### config.mk
export PLATFORM = sky130hd
export DESIGN_NAME = vga_sync_monitor
export DESIGN_NICKNAME = d
export VERILOG_FILES = /design/src/rtl/vga_sync_monitor.sv
export SDC_FILE = /design/constraint.sdc
export NUM_CORES = 1
export LEC_CHECK = 0
export ABC_AREA = 1
export ABC_CLOCK_PERIOD_IN_PS = 4050
export CORE_MARGIN = 1
export CORE_UTILIZATION = 30
export CTS_BUF_LIST = sky130_fd_sc_hd__clkbuf_4 sky130_fd_sc_hd__clkbuf_8
export DETAILED_ROUTE_END_ITERATION = 10
export PLACE_DENSITY = 0.53
export SLEW_MARGIN = 25
export SYNTH_ARGS = -nofsm -noshare
export SYNTH_HDL_FRONTEND = slang
export SYNTH_SLANG_ARGS = --single-unit
### constraint.sdc
create_clock -name board_clk -period 4.05 [get_ports board_clk]
set_input_delay 0.81 -clock board_clk [delete_from_list [all_inputs] [get_ports board_clk]]
set_output_delay 0.81 -clock board_clk [all_outputs]
set_load 0.005 [all_outputs]
### src/rtl/vga_sync_monitor.sv
// vga_sync_monitor: receive-side checker for the VGA timing driven by the
// display path. Registers sync and colour on pix_ce, recovers X/Y, checks
// line/frame lengths, tracks lock and counts lit pixels per frame.
// Optional build macro VGA_MON_CRC_EN adds a per-frame CRC-16-CCITT over the
// visible pixels; without it frame_crc is tied to zero.
module vga_sync_monitor #(
  parameter int H_TOTAL         = 800,
  parameter int H_SYNC          = 96,
  parameter int H_BACK          = 48,
  parameter int H_ACTIVE        = 640,
  parameter int V_TOTAL         = 525,
  parameter int V_SYNC          = 2,
  parameter int V_BACK          = 33,
  parameter int V_ACTIVE        = 480,
  parameter int SYNC_ACTIVE_LOW = 1
) (
  input  logic        board_clk,
  input  logic        reset,
  input  logic        pix_ce,
  input  logic        vga_h_sync,
  input  logic        vga_v_sync,
  input  logic [2:0]  vga_r,
  input  logic        vga_g,
  input  logic        vga_b,
  output logic [9:0]  mon_x,
  output logic [9:0]  mon_y,
  output logic        mon_active,
  output logic        locked,
  output logic        line_err,
  output logic        frame_err,
  output logic        frame_done,
  output logic [18:0] lit_count,
  output logic [7:0]  err_count,
  output logic [15:0] frame_crc
);

  localparam logic [9:0]  H_ST  = 10'(H_SYNC + H_BACK);
  localparam logic [9:0]  H_EN  = 10'(H_SYNC + H_BACK + H_ACTIVE);
  localparam logic [9:0]  V_ST  = 10'(V_SYNC + V_BACK);
  localparam logic [9:0]  V_EN  = 10'(V_SYNC + V_BACK + V_ACTIVE);
  localparam logic [10:0] H_LEN = 11'(H_TOTAL);
  localparam logic [10:0] V_LEN = 11'(V_TOTAL);
  localparam logic        POL   = 1'(SYNC_ACTIVE_LOW);

  typedef enum logic [1:0] {SEARCH, ACQUIRE, LOCKED} state_t;

  state_t      state;
  logic [1:0]  good_cnt;
  logic        h_armed;

  // input sample stage (sync normalised to active-high)
  logic        hs_s, hs_d, vs_s, vs_d;
  logic [4:0]  rgb_s;

  logic [9:0]  h_cnt, v_cnt;
  logic [18:0] lit_acc;

  logic        h_edge, v_edge;
  logic [9:0]  h_nxt, v_nxt;
  logic        line_bad, frame_bad, err_any;
  logic        act_nxt, lit_px;
  logic [8:0]  err_sum;

  // register pins once per pixel and keep the previous sample for edge detect
  always_ff @(posedge board_clk or posedge reset) begin
    if (reset) begin
      hs_s  <= 1'b0;
      hs_d  <= 1'b0;
      vs_s  <= 1'b0;
      vs_d  <= 1'b0;
      rgb_s <= '0;
    end else if (pix_ce) begin
      hs_s  <= vga_h_sync ^ POL;
      hs_d  <= hs_s;
      vs_s  <= vga_v_sync ^ POL;
      vs_d  <= vs_s;
      rgb_s <= {vga_r, vga_g, vga_b};
    end
  end

  // edge detect, next counter values, length checks and visible-window decode
  always_comb begin
    h_edge = hs_s & ~hs_d;
    v_edge = vs_s & ~vs_d;

    h_nxt = (h_cnt == 10'h3FF) ? h_cnt : h_cnt + 10'd1;
    if (h_edge) h_nxt = '0;

    // vsync edge is applied after the hsync edge when both coincide
    v_nxt = v_cnt;
    if (h_edge && v_cnt != 10'h3FF) v_nxt = v_cnt + 10'd1;
    if (v_edge) v_nxt = '0;

    // counters hold the last index of the line/frame, so length = cnt + 1
    line_bad  = h_edge && h_armed && (({1'b0, h_cnt} + 11'd1) != H_LEN);
    frame_bad = v_edge && (state != SEARCH) && (({1'b0, v_cnt} + 11'd1) != V_LEN);
    err_any   = line_bad | frame_bad;

    act_nxt = (h_nxt >= H_ST) && (h_nxt < H_EN) && (v_nxt >= V_ST) && (v_nxt < V_EN);
    lit_px  = act_nxt && (rgb_s != 5'd0);

    err_sum = {1'b0, err_count} + {8'd0, line_bad} + {8'd0, frame_bad};
  end

  // position counters, recovered coordinates and error pulses
  always_ff @(posedge board_clk or posedge reset) begin
    if (reset) begin
      h_cnt      <= '0;
      v_cnt      <= '0;
      mon_x      <= '0;
      mon_y      <= '0;
      mon_active <= 1'b0;
      line_err   <= 1'b0;
      frame_err  <= 1'b0;
      frame_done <= 1'b0;
      err_count  <= '0;
    end else begin
      line_err   <= 1'b0;
      frame_err  <= 1'b0;
      frame_done <= 1'b0;
      if (pix_ce) begin
        h_cnt      <= h_nxt;
        v_cnt      <= v_nxt;
        mon_active <= act_nxt;
        mon_x      <= act_nxt ? h_nxt - H_ST : '0;
        mon_y      <= act_nxt ? v_nxt - V_ST : '0;
        line_err   <= line_bad;
        frame_err  <= frame_bad;
        frame_done <= v_edge;
        err_count  <= err_sum[8] ? 8'hFF : err_sum[7:0];
      end
    end
  end

  // lock FSM: SEARCH -> ACQUIRE on vsync, LOCKED after 2 clean frames
  always_ff @(posedge board_clk or posedge reset) begin
    if (reset) begin
      state    <= SEARCH;
      good_cnt <= '0;
      locked   <= 1'b0;
      h_armed  <= 1'b0;
    end else if (pix_ce) begin
      if (h_edge) h_armed <= 1'b1;
      case (state)
        SEARCH: begin
          if (v_edge && !err_any) begin
            state    <= ACQUIRE;
            good_cnt <= '0;
          end
        end
        ACQUIRE: begin
          if (err_any) begin
            state   <= SEARCH;
            h_armed <= 1'b0;
          end else if (v_edge) begin
            if (good_cnt == 2'd1) begin
              state    <= LOCKED;
              locked   <= 1'b1;
              good_cnt <= 2'd2;
            end else begin
              good_cnt <= good_cnt + 2'd1;
            end
          end
        end
        LOCKED: begin
          if (err_any) begin
            state   <= SEARCH;
            locked  <= 1'b0;
            h_armed <= 1'b0;
          end
        end
        default: begin
          state  <= SEARCH;
          locked <= 1'b0;
        end
      endcase
    end
  end

  // lit-pixel accumulator, latched and cleared at each vsync leading edge
  always_ff @(posedge board_clk or posedge reset) begin
    if (reset) begin
      lit_acc   <= '0;
      lit_count <= '0;
    end else if (pix_ce) begin
      if (v_edge) begin
        lit_count <= lit_acc;
        lit_acc   <= {18'd0, lit_px};
      end else if (lit_px) begin
        lit_acc <= lit_acc + 19'd1;
      end
    end
  end

`ifdef VGA_MON_CRC_EN
  logic [15:0] crc;

  // fold 5 colour bits MSB first into CRC-16-CCITT (poly 0x1021)
  function automatic logic [15:0] crc_fold(input logic [15:0] c, input logic [4:0] d);
    logic [15:0] r;
    logic        fb;
    r = c;
    for (int i = 4; i >= 0; i--) begin
      fb = r[15] ^ d[i];
      r  = {r[14:0], 1'b0} ^ (fb ? 16'h1021 : 16'h0000);
    end
    return r;
  endfunction

  // per-frame CRC over visible samples, latched at the vsync leading edge
  always_ff @(posedge board_clk or posedge reset) begin
    if (reset) begin
      crc       <= 16'hFFFF;
      frame_crc <= '0;
    end else if (pix_ce) begin
      if (v_edge) begin
        frame_crc <= crc;
        crc       <= act_nxt ? crc_fold(16'hFFFF, rgb_s) : 16'hFFFF;
      end else if (act_nxt) begin
        crc <= crc_fold(crc, rgb_s);
      end
    end
  end
`else
  assign frame_crc = 16'h0000;
`endif

endmodule
Word-level counts from Yosys, hierarchy flattened
Index checks and enable logic that the tools add are counted.
Widths: inputs -> output; s select.
{"block": "totals", "register_bits": 105, "in_bits": 10, "out_inout_bits": 68, "elab_cells": 109}
{"block": "op_classes", "addsub": 10, "magnitude_cmp": 4, "eq_ne": 14, "mux": 31, "bitwise": 8, "reduce_logical": 22}
{"operator": "$mux 10", "count": 6}
{"operator": "$mux 19", "count": 2}
{"operator": "$add 10x1->11 const B", "count": 2}
{"operator": "$ne 11x10->1 const B", "count": 2}
{"operator": "$add 10x1->10 const B", "count": 2}
{"operator": "$lt 10x10->1 const B", "count": 2}
{"operator": "$add 19x1->19 const B", "count": 1}
{"operator": "$mux 2", "count": 9}
{"operator": "$eq 10x10->1 const B", "count": 1}
{"operator": "$ge 10x6->1 const B", "count": 1}
{"operator": "$ge 10x8->1 const B", "count": 1}
{"operator": "$logic_and 1x1->1", "count": 10}
{"operator": "$mux 1", "count": 10}
{"operator": "$ne 10x10->1 const B", "count": 1}
{"operator": "$ne 2x2->1 const B", "count": 5}
{"operator": "$reduce_and 5->1", "count": 2}
{"operator": "$sub 10x6->10 const B", "count": 1}
{"operator": "$sub 10x8->10 const B", "count": 1}
{"operator": "$add 8x1->9", "count": 1}
{"operator": "$add 9x1->9", "count": 1}
{"operator": "$mux 8", "count": 1}
{"operator": "$ne 3x3->1 const B", "count": 2}
{"operator": "$pmux 2 s3", "count": 1}
{"operator": "$reduce_and 6->1", "count": 1}
{"operator": "other kinds (14)", "count": 23}

Logic depth before layout (Yosys ltp)
{"block": "logic_depth", "depth_word": 11, "ltp_mapped": 18, "ltp_nobuf": 18}

Worst setup path before layout
Ideal clock, no wire load.
{"block": "synth_timing", "path_type": "reg-to-reg", "startpoint": "reg v_cnt[0]", "endpoint": "reg lit_acc[1]", "setup_time_ns": 0.118, "t_arrival_ns": 2.473, "required_ns": 3.932, "slack_ns": 1.459, "stages_incl_launch_ff": 19, "path_buffers": 1, "synth_period_minus_slack_ns": 2.591, "cell_sequence": "dfrtp_1 ha_1 nand2_2 nor2_4 nand3_4 nand2_4 nor2_1 a211oi_1 ha_1 inv_1 nand3_1 nor2_1 nor2_2 nor2_2 nor2_4 nand4_4 buf_6 nand3_1 nand2_1"}
{"block": "synth_via", "elab_chain_len": 10, "word_cells_on_any_way": 12, "classes_between": "1 x add/sub; 2 x order compare; 1 x eq/ne; 2 x mux; 6 x reduce/logical"}
{"item": "start: declaration", "line_no": "55", "rtl": "logic [9:0] h_cnt, v_cnt;"}
{"item": "start signal: assignment", "line_no": "123", "rtl": "v_cnt <= v_nxt;"}
{"item": "branches (longest 2 deep; another with $add 10x1->10)"}
{"item": "$mux 10 *", "line_no": "91", "rtl": "if (h_edge && v_cnt != 10'h3FF) v_nxt = v_cnt + 10'd1;"}
{"item": "$mux 10 *", "line_no": "92", "rtl": "if (v_edge) v_nxt = '0;"}
{"item": "net v_nxt[1]", "line_no": "59", "rtl": "logic [9:0] h_nxt, v_nxt;"}
{"item": "$ge 10x6->1", "line_no": "99", "rtl": "act_nxt = (h_nxt >= H_ST) && (h_nxt < H_EN) && (v_nxt >= V_ST) && (v_nxt < V_EN);"}
{"item": "$logic_and 1x1->1", "line_no": "99"}
{"item": "$logic_and 1x1->1 *", "line_no": "99"}
{"item": "$logic_and 1x1->1 *", "line_no": "100", "rtl": "lit_px = act_nxt && (rgb_s != 5'd0);"}
{"item": "$reduce_bool 2->1 (no line) *"}
{"item": "$reduce_and 2->1 (no line) *"}
{"item": "end signal: assignment", "line_no": "188", "rtl": "lit_acc <= {18'd0, lit_px};"}
{"item": "end signal: assignment", "line_no": "190", "rtl": "lit_acc <= lit_acc + 19'd1;"}
{"item": "end: declaration", "line_no": "56", "rtl": "logic [18:0] lit_acc;"}
Mark *: on every way through the listed nets, which the timed path passes.
A chain may end at the register's enable or synchronous reset.

Worst setup path after layout
{"block": "layout_timing", "startpoint": "reg h_cnt[0]", "endpoint": "reg lit_acc[14]"}
{"block": "layout_via", "elab_chain_len": 10, "word_cells_on_any_way": 12, "classes_between": "1 x add/sub; 2 x order compare; 1 x eq/ne; 2 x mux; 6 x reduce/logical"}
{"item": "start: declaration", "line_no": "55"}
{"item": "start signal: assignment", "line_no": "122", "rtl": "h_cnt <= h_nxt;"}
{"item": "$add 10x1->10 / $eq 10x10->1 (equally long branches)", "line_no": "86", "rtl": "h_nxt = (h_cnt == 10'h3FF) ? h_cnt : h_cnt + 10'd1;"}
{"item": "$mux 10 *", "line_no": "86"}
{"item": "$mux 10 *", "line_no": "87", "rtl": "if (h_edge) h_nxt = '0;"}
{"item": "net h_nxt[4]", "line_no": "59"}
{"item": "$ge 10x8->1 / $lt 10x10->1 (equally long branches)", "line_no": "99"}
{"item": "$logic_and 1x1->1 * (3 in series)", "line_no": "99"}
{"item": "$logic_and 1x1->1 *", "line_no": "100"}
{"item": "$reduce_bool 2->1 (no line) *"}
{"item": "$reduce_and 2->1 (no line) *"}
Mark *: on every way through the listed nets, which the timed path passes. The rest lies on a longest branch.

==> results by stage <==
Worst setup path:
- The type of the setup path with the least slack is flip-flop to flip-flop.
- The cell with the largest stage delay on the worst path is sky130_fd_sc_hd__dfrtp_1.
- The most numerous cell type found on the critical path is sky130_fd_sc_hd__nand2_1.
- In this design, the largest share of critical-path delay is due to simple AND/OR/NAND/NOR gates.
- The delay of the slowest cell on the worst path is roughly 450 ps.
- The number of buffers and inverters on the critical path is 2.
- For the worst setup path, the data arrival time is 3530 ps.
- The critical path runs through a total of 16 cells.
- The required time at the worst-slack endpoint is 4390 ps.
- The signal on the critical path passes through ha_1 -> nand2_2 -> nor2_4 -> nand3_4 -> a21oi_1 -> inv_1 -> ha_1 -> nand2_1 -> nand2_1 -> nand3_1 -> o21bai_1 -> nor2_4 -> nand3_2 -> inv_1 -> nand3_1 -> nand2_1.
- The kind of end point of the critical path is a flip-flop.
- The worst-path maximum fanout is 17.
- The startpoint kind of the worst setup timing path is a flip-flop.
- The depth of the most critical reg-to-reg path is 16.

Clocking:
- For the worst-skew pair, the clock arrives at the later sink with an insertion delay of 390 ps.
- The count of hold buffers inserted by post-cts repair is 0.
- The number of buffers inserted by post-CTS setup repair is 0.
- The largest buffer count on any clock path is 2.
- TritonCTS built the clock tree.
- The clock edge transition at the registers on the reported setup and hold paths is around 110 ps.
- The H-tree was split into 3 levels.
- The root buffer selected by CTS is sky130_fd_sc_hd__clkbuf_8.
- The tree built by TritonCTS fans out to ~110 sinks.
- The number of clock buffers added by TritonCTS is 9.
- In this run, post-CTS repair resized a total of 0 instances.

Detailed routing:
- After the first detailed-routing iteration, the DRC count stood at around 390.
- The highest metal layer with signal wires is met4.
- In the final routed layout, each cell accounts on average for 13.4 um.
- After detailed routing, the number of remaining DRC violations is 0.
- The first-pass iteration count of the detailed router is 4.
- The total wire length after detailed routing is 14.9 mm.
- Once detail routing completed, the nets flagged for antenna violations numbered 0.
- Wire segments on met3 add up to 535 um in the final route.
- For this block, the via count after detailed routing is 5135.
- The met2 layer wire length in the routed design is 7.05 mm.
- The detailed router put a total of 7.16 mm of wire on met1.
- Dividing the detail-routed via count by the number of cells gives 4.59.

Placement:
- The count of buffers inserted at the top-level ports is 61.
- The weighted congestion reported at the end of routability-driven placement is 0.850.
- The post-place setup slack is 875 ps.
- Once placement finished, the instance area stood at 0.00684 mm2.
- The number of placed instances, taps included, is 1103.
- The post-detailed-placement half-perimeter wirelength is ~11 mm.

Power and ir drop:
- The total power draw is 2.72 mW.
- The leakage power summed over all cells is 3.31 nW.
- The power per cell area is 386 mW/mm2.
- IR analysis of the VDD net gives a maximum drop of between 0.00015 and 0.0002 V.

Synthesis:
- The share of synthesized registers carrying an async set or reset is 1.00.
- The post-synthesis average cell area is 7.57 um2.
- The netlist area before placement is 0.00600 mm2.
- The number of distinct library cells after synthesis is 40.
- The instance count of the mapped netlist is 793.
- For this run, the register share of the synthesized area comes to 0.438.
- The area fraction in and, or, nand and nor cells after synthesis is 0.313.
- The register bit count reported by yosys is 105.
- The portion of synthesized cell area occupied by the leading cell type is 0.438.
- Of the total synthesized cell area, the portion taken by full adders, half adders and majority gates is 0.0283.
- In this run, synthesis inferred 0 flip-flops with an integrated enable.
- The largest total area in the synthesized netlist belongs to sky130_fd_sc_hd__dfrtp_1.
- Of the total synthesized cell area, the portion taken by XOR and XNOR cells is 0.0306.
- The main combinational cell family by area after synthesis is simple AND/OR/NAND/NOR gates.
- For this run, the leading register cell type out of synthesis is sky130_fd_sc_hd__dfrtp_1.
- Yosys printed 0 warnings.
- By count the netlist is led by sky130_fd_sc_hd__nand2_1 (232), sky130_fd_sc_hd__dfrtp_1 (105), sky130_fd_sc_hd__inv_1 (81).
- After synthesis, the cell types taking the most area are sky130_fd_sc_hd__dfrtp_1 (44%), sky130_fd_sc_hd__nand2_1 (15%), sky130_fd_sc_hd__nand3_1 (6.4%), sky130_fd_sc_hd__o21ai_0 (5.9%), sky130_fd_sc_hd__inv_1 (5.1%).
- After synthesis, the share of cell area in mux cells is 0.
- The cell with the most instances after synthesis is sky130_fd_sc_hd__nand2_1.
- The post-synthesis compound-gate area fraction is 0.0956.

Die:
- The floorplan step set the die width to 143 um.
- The number of I/O pins is 78.
- The floorplan step defined a die boundary enclosing a little over 0.02 mm2.
- The core area is just under 0.02 mm2.
- The vertical extent of the die is between 100 and 150 um.
- The number of cell rows is 51.
- The initial utilization of the core area, before any placement, comes to 0.308.

Min path:
- The worst hold path stage count is 2.
- The kind of path behind the tightest hold check is flip-flop to flip-flop.

Global route:
- In the global route stage, overall resource usage came out at 0.160.
- The maximum number of pins on one net before global-route repair is 66.
- The overflow left after global routing is 0.
- The first global-routing pass estimated 25.6 mm of wire.
- The via count of the first global-routing pass came to 5036.
- The number of antenna violations at the first check in global routing came to 0.

Finish:
- The final layout contains 872 nets.
- Once layout is complete, the utilization of the core stands at 0.360.
- In the final layout, the share of cells above drive strength 1 is 0.0692.
- The synthesis-to-layout area growth is 17.1%.
- The count of placed standard cells in the final layout, fillers left out is 1118.
- With fillers left out, the area of the finished cells amounts to roughly 0.0070 mm2.
- 0 antenna diodes ended up in the layout.

STA:
- The final worst hold slack is between 400 and 500 ps.
- The transition at the pin with the smallest max-transition slack is 652 ps.
- Setup repair after global routing left no endpoint under its margin.
- Measured against its own limit, the worst slew margin works out to 0.561.
- Setup total negative slack on the finished layout was measured at 0 ps.
- The part of the cycle the worst path needs is 0.787.
- The number of max-slew violations in the final report is 0.
- The post-layout minimum cycle time is around 3200 ps.
- The count of final hold-check violations is 0.
- On the final layout, the worst clock skew is ~14 ps.
- The worst-case setup margin in the final layout is around 860 ps.
- For this run, the top clock speed supported by timing is about 310 MHz.
- The setup-violating endpoint count in the final report is 0.

Run:
- Across the run, the number of max-cap violations was 0.

Outcome:
- The flow ran to the end, and the final reports show no timing, DRC or antenna violations.
[layout by cell type, fill, tap and decap left out, drive strengths merged, types with 14 or more instances in the layout]
cell type      synthesis  final
nor2                  66     66
conb                   1     16
clkdlybuf4s50          0     60
inv                   86     88
dfrtp                105    105
nand3                 85     85
nand2                238    238
a21oi                 17     17
nand4                 15     15
o21ai                 81     81
xor2                  14     14
[path summary, 6_finish.rpt]
| check | from | to | slack, ps |
|---|---|---|---|
| worst min register to register | lit_count[15]$_DFFE_PP0P_ | lit_count[15]$_DFFE_PP0P_ | 480 |
| worst min-delay path | lit_count[15]$_DFFE_PP0P_ | lit_count[15]$_DFFE_PP0P_ | 480 |
| worst max register to register | h_cnt[0]$_DFFE_PP0P_ | lit_acc[14]$_DFFE_PP0P_ | 860 |
| max in group asynchronous | reset | mon_x[7]$_DFFE_PP0P_ | 2480 |
| worst max-delay path | h_cnt[0]$_DFFE_PP0P_ | lit_acc[14]$_DFFE_PP0P_ | 860 |
| min in group asynchronous | reset | lit_count[0]$_DFFE_PP0P_ | 820 |
[per-layer routing]
| metal | up-vias | GRT usage |
|---|---|---|
| met5 | - | 0 |
| met3 | 14 | 0.0240 |
| met2 | 90 | 0.261 |
| met1 | 2395 | 0.216 |
| met4 | 0 | 0.0504 |
| li1 | 2636 | - |
[worst reg2reg max path: stages (launching register included)]
cell and delay [ps]:
sky130_fd_sc_hd__dfrtp_1 450, sky130_fd_sc_hd__ha_1 240, sky130_fd_sc_hd__nand2_2 100, sky130_fd_sc_hd__nor2_4 190, sky130_fd_sc_hd__nand3_4 160, sky130_fd_sc_hd__a21oi_1 300, sky130_fd_sc_hd__inv_1 130, sky130_fd_sc_hd__ha_1 240
sky130_fd_sc_hd__nand2_1 90, sky130_fd_sc_hd__nand2_1 80, sky130_fd_sc_hd__nand3_1 90, sky130_fd_sc_hd__o21bai_1 110, sky130_fd_sc_hd__nor2_4 170, sky130_fd_sc_hd__nand3_2 360, sky130_fd_sc_hd__inv_1 270, sky130_fd_sc_hd__nand3_1 90
sky130_fd_sc_hd__nand2_1 80
[registers in the layout, summed over array words and instances (netlist names), 2 cells and up]
register	count
lit_acc	19
lit_count	19
h_cnt	10
mon_x	10
mon_y	10
v_cnt	10
err_count	8
rgb_s	5
good_cnt	2
state	2
[power breakdown]
part / total, mW / switching [mW] / internal (mW)
logic: 0.771 / 0.464 / 0.307
clock network: 0.670 / 0.384 / 0.286
registers: 1.28 / 0.114 / 1.16
[area by class of cell]
type / instances / area, um2
fillers: 2119 / 12500
multi-input cells: 576 / 2870
inverters: 88 / 333
clock inverters: 6 / 67.6
repair buffers: 69 / 678
well taps: 265 / 332
clock buffers: 9 / 124
flip-flops and latches: 105 / 2630
[kinds of logic (layout without fill, tap and decap cells)]
logic type,after synthesis,in the layout
AND/OR/NAND/NOR,420,420
buffers and inverters,127,172
AO/OA/AOI/OAI,106,106
flip-flops,105,105
XOR/XNOR,21,21
adder cells (fa/ha/maj),13,13
other,1,16
Note: power is estimated with default switching activity, not from simulation.
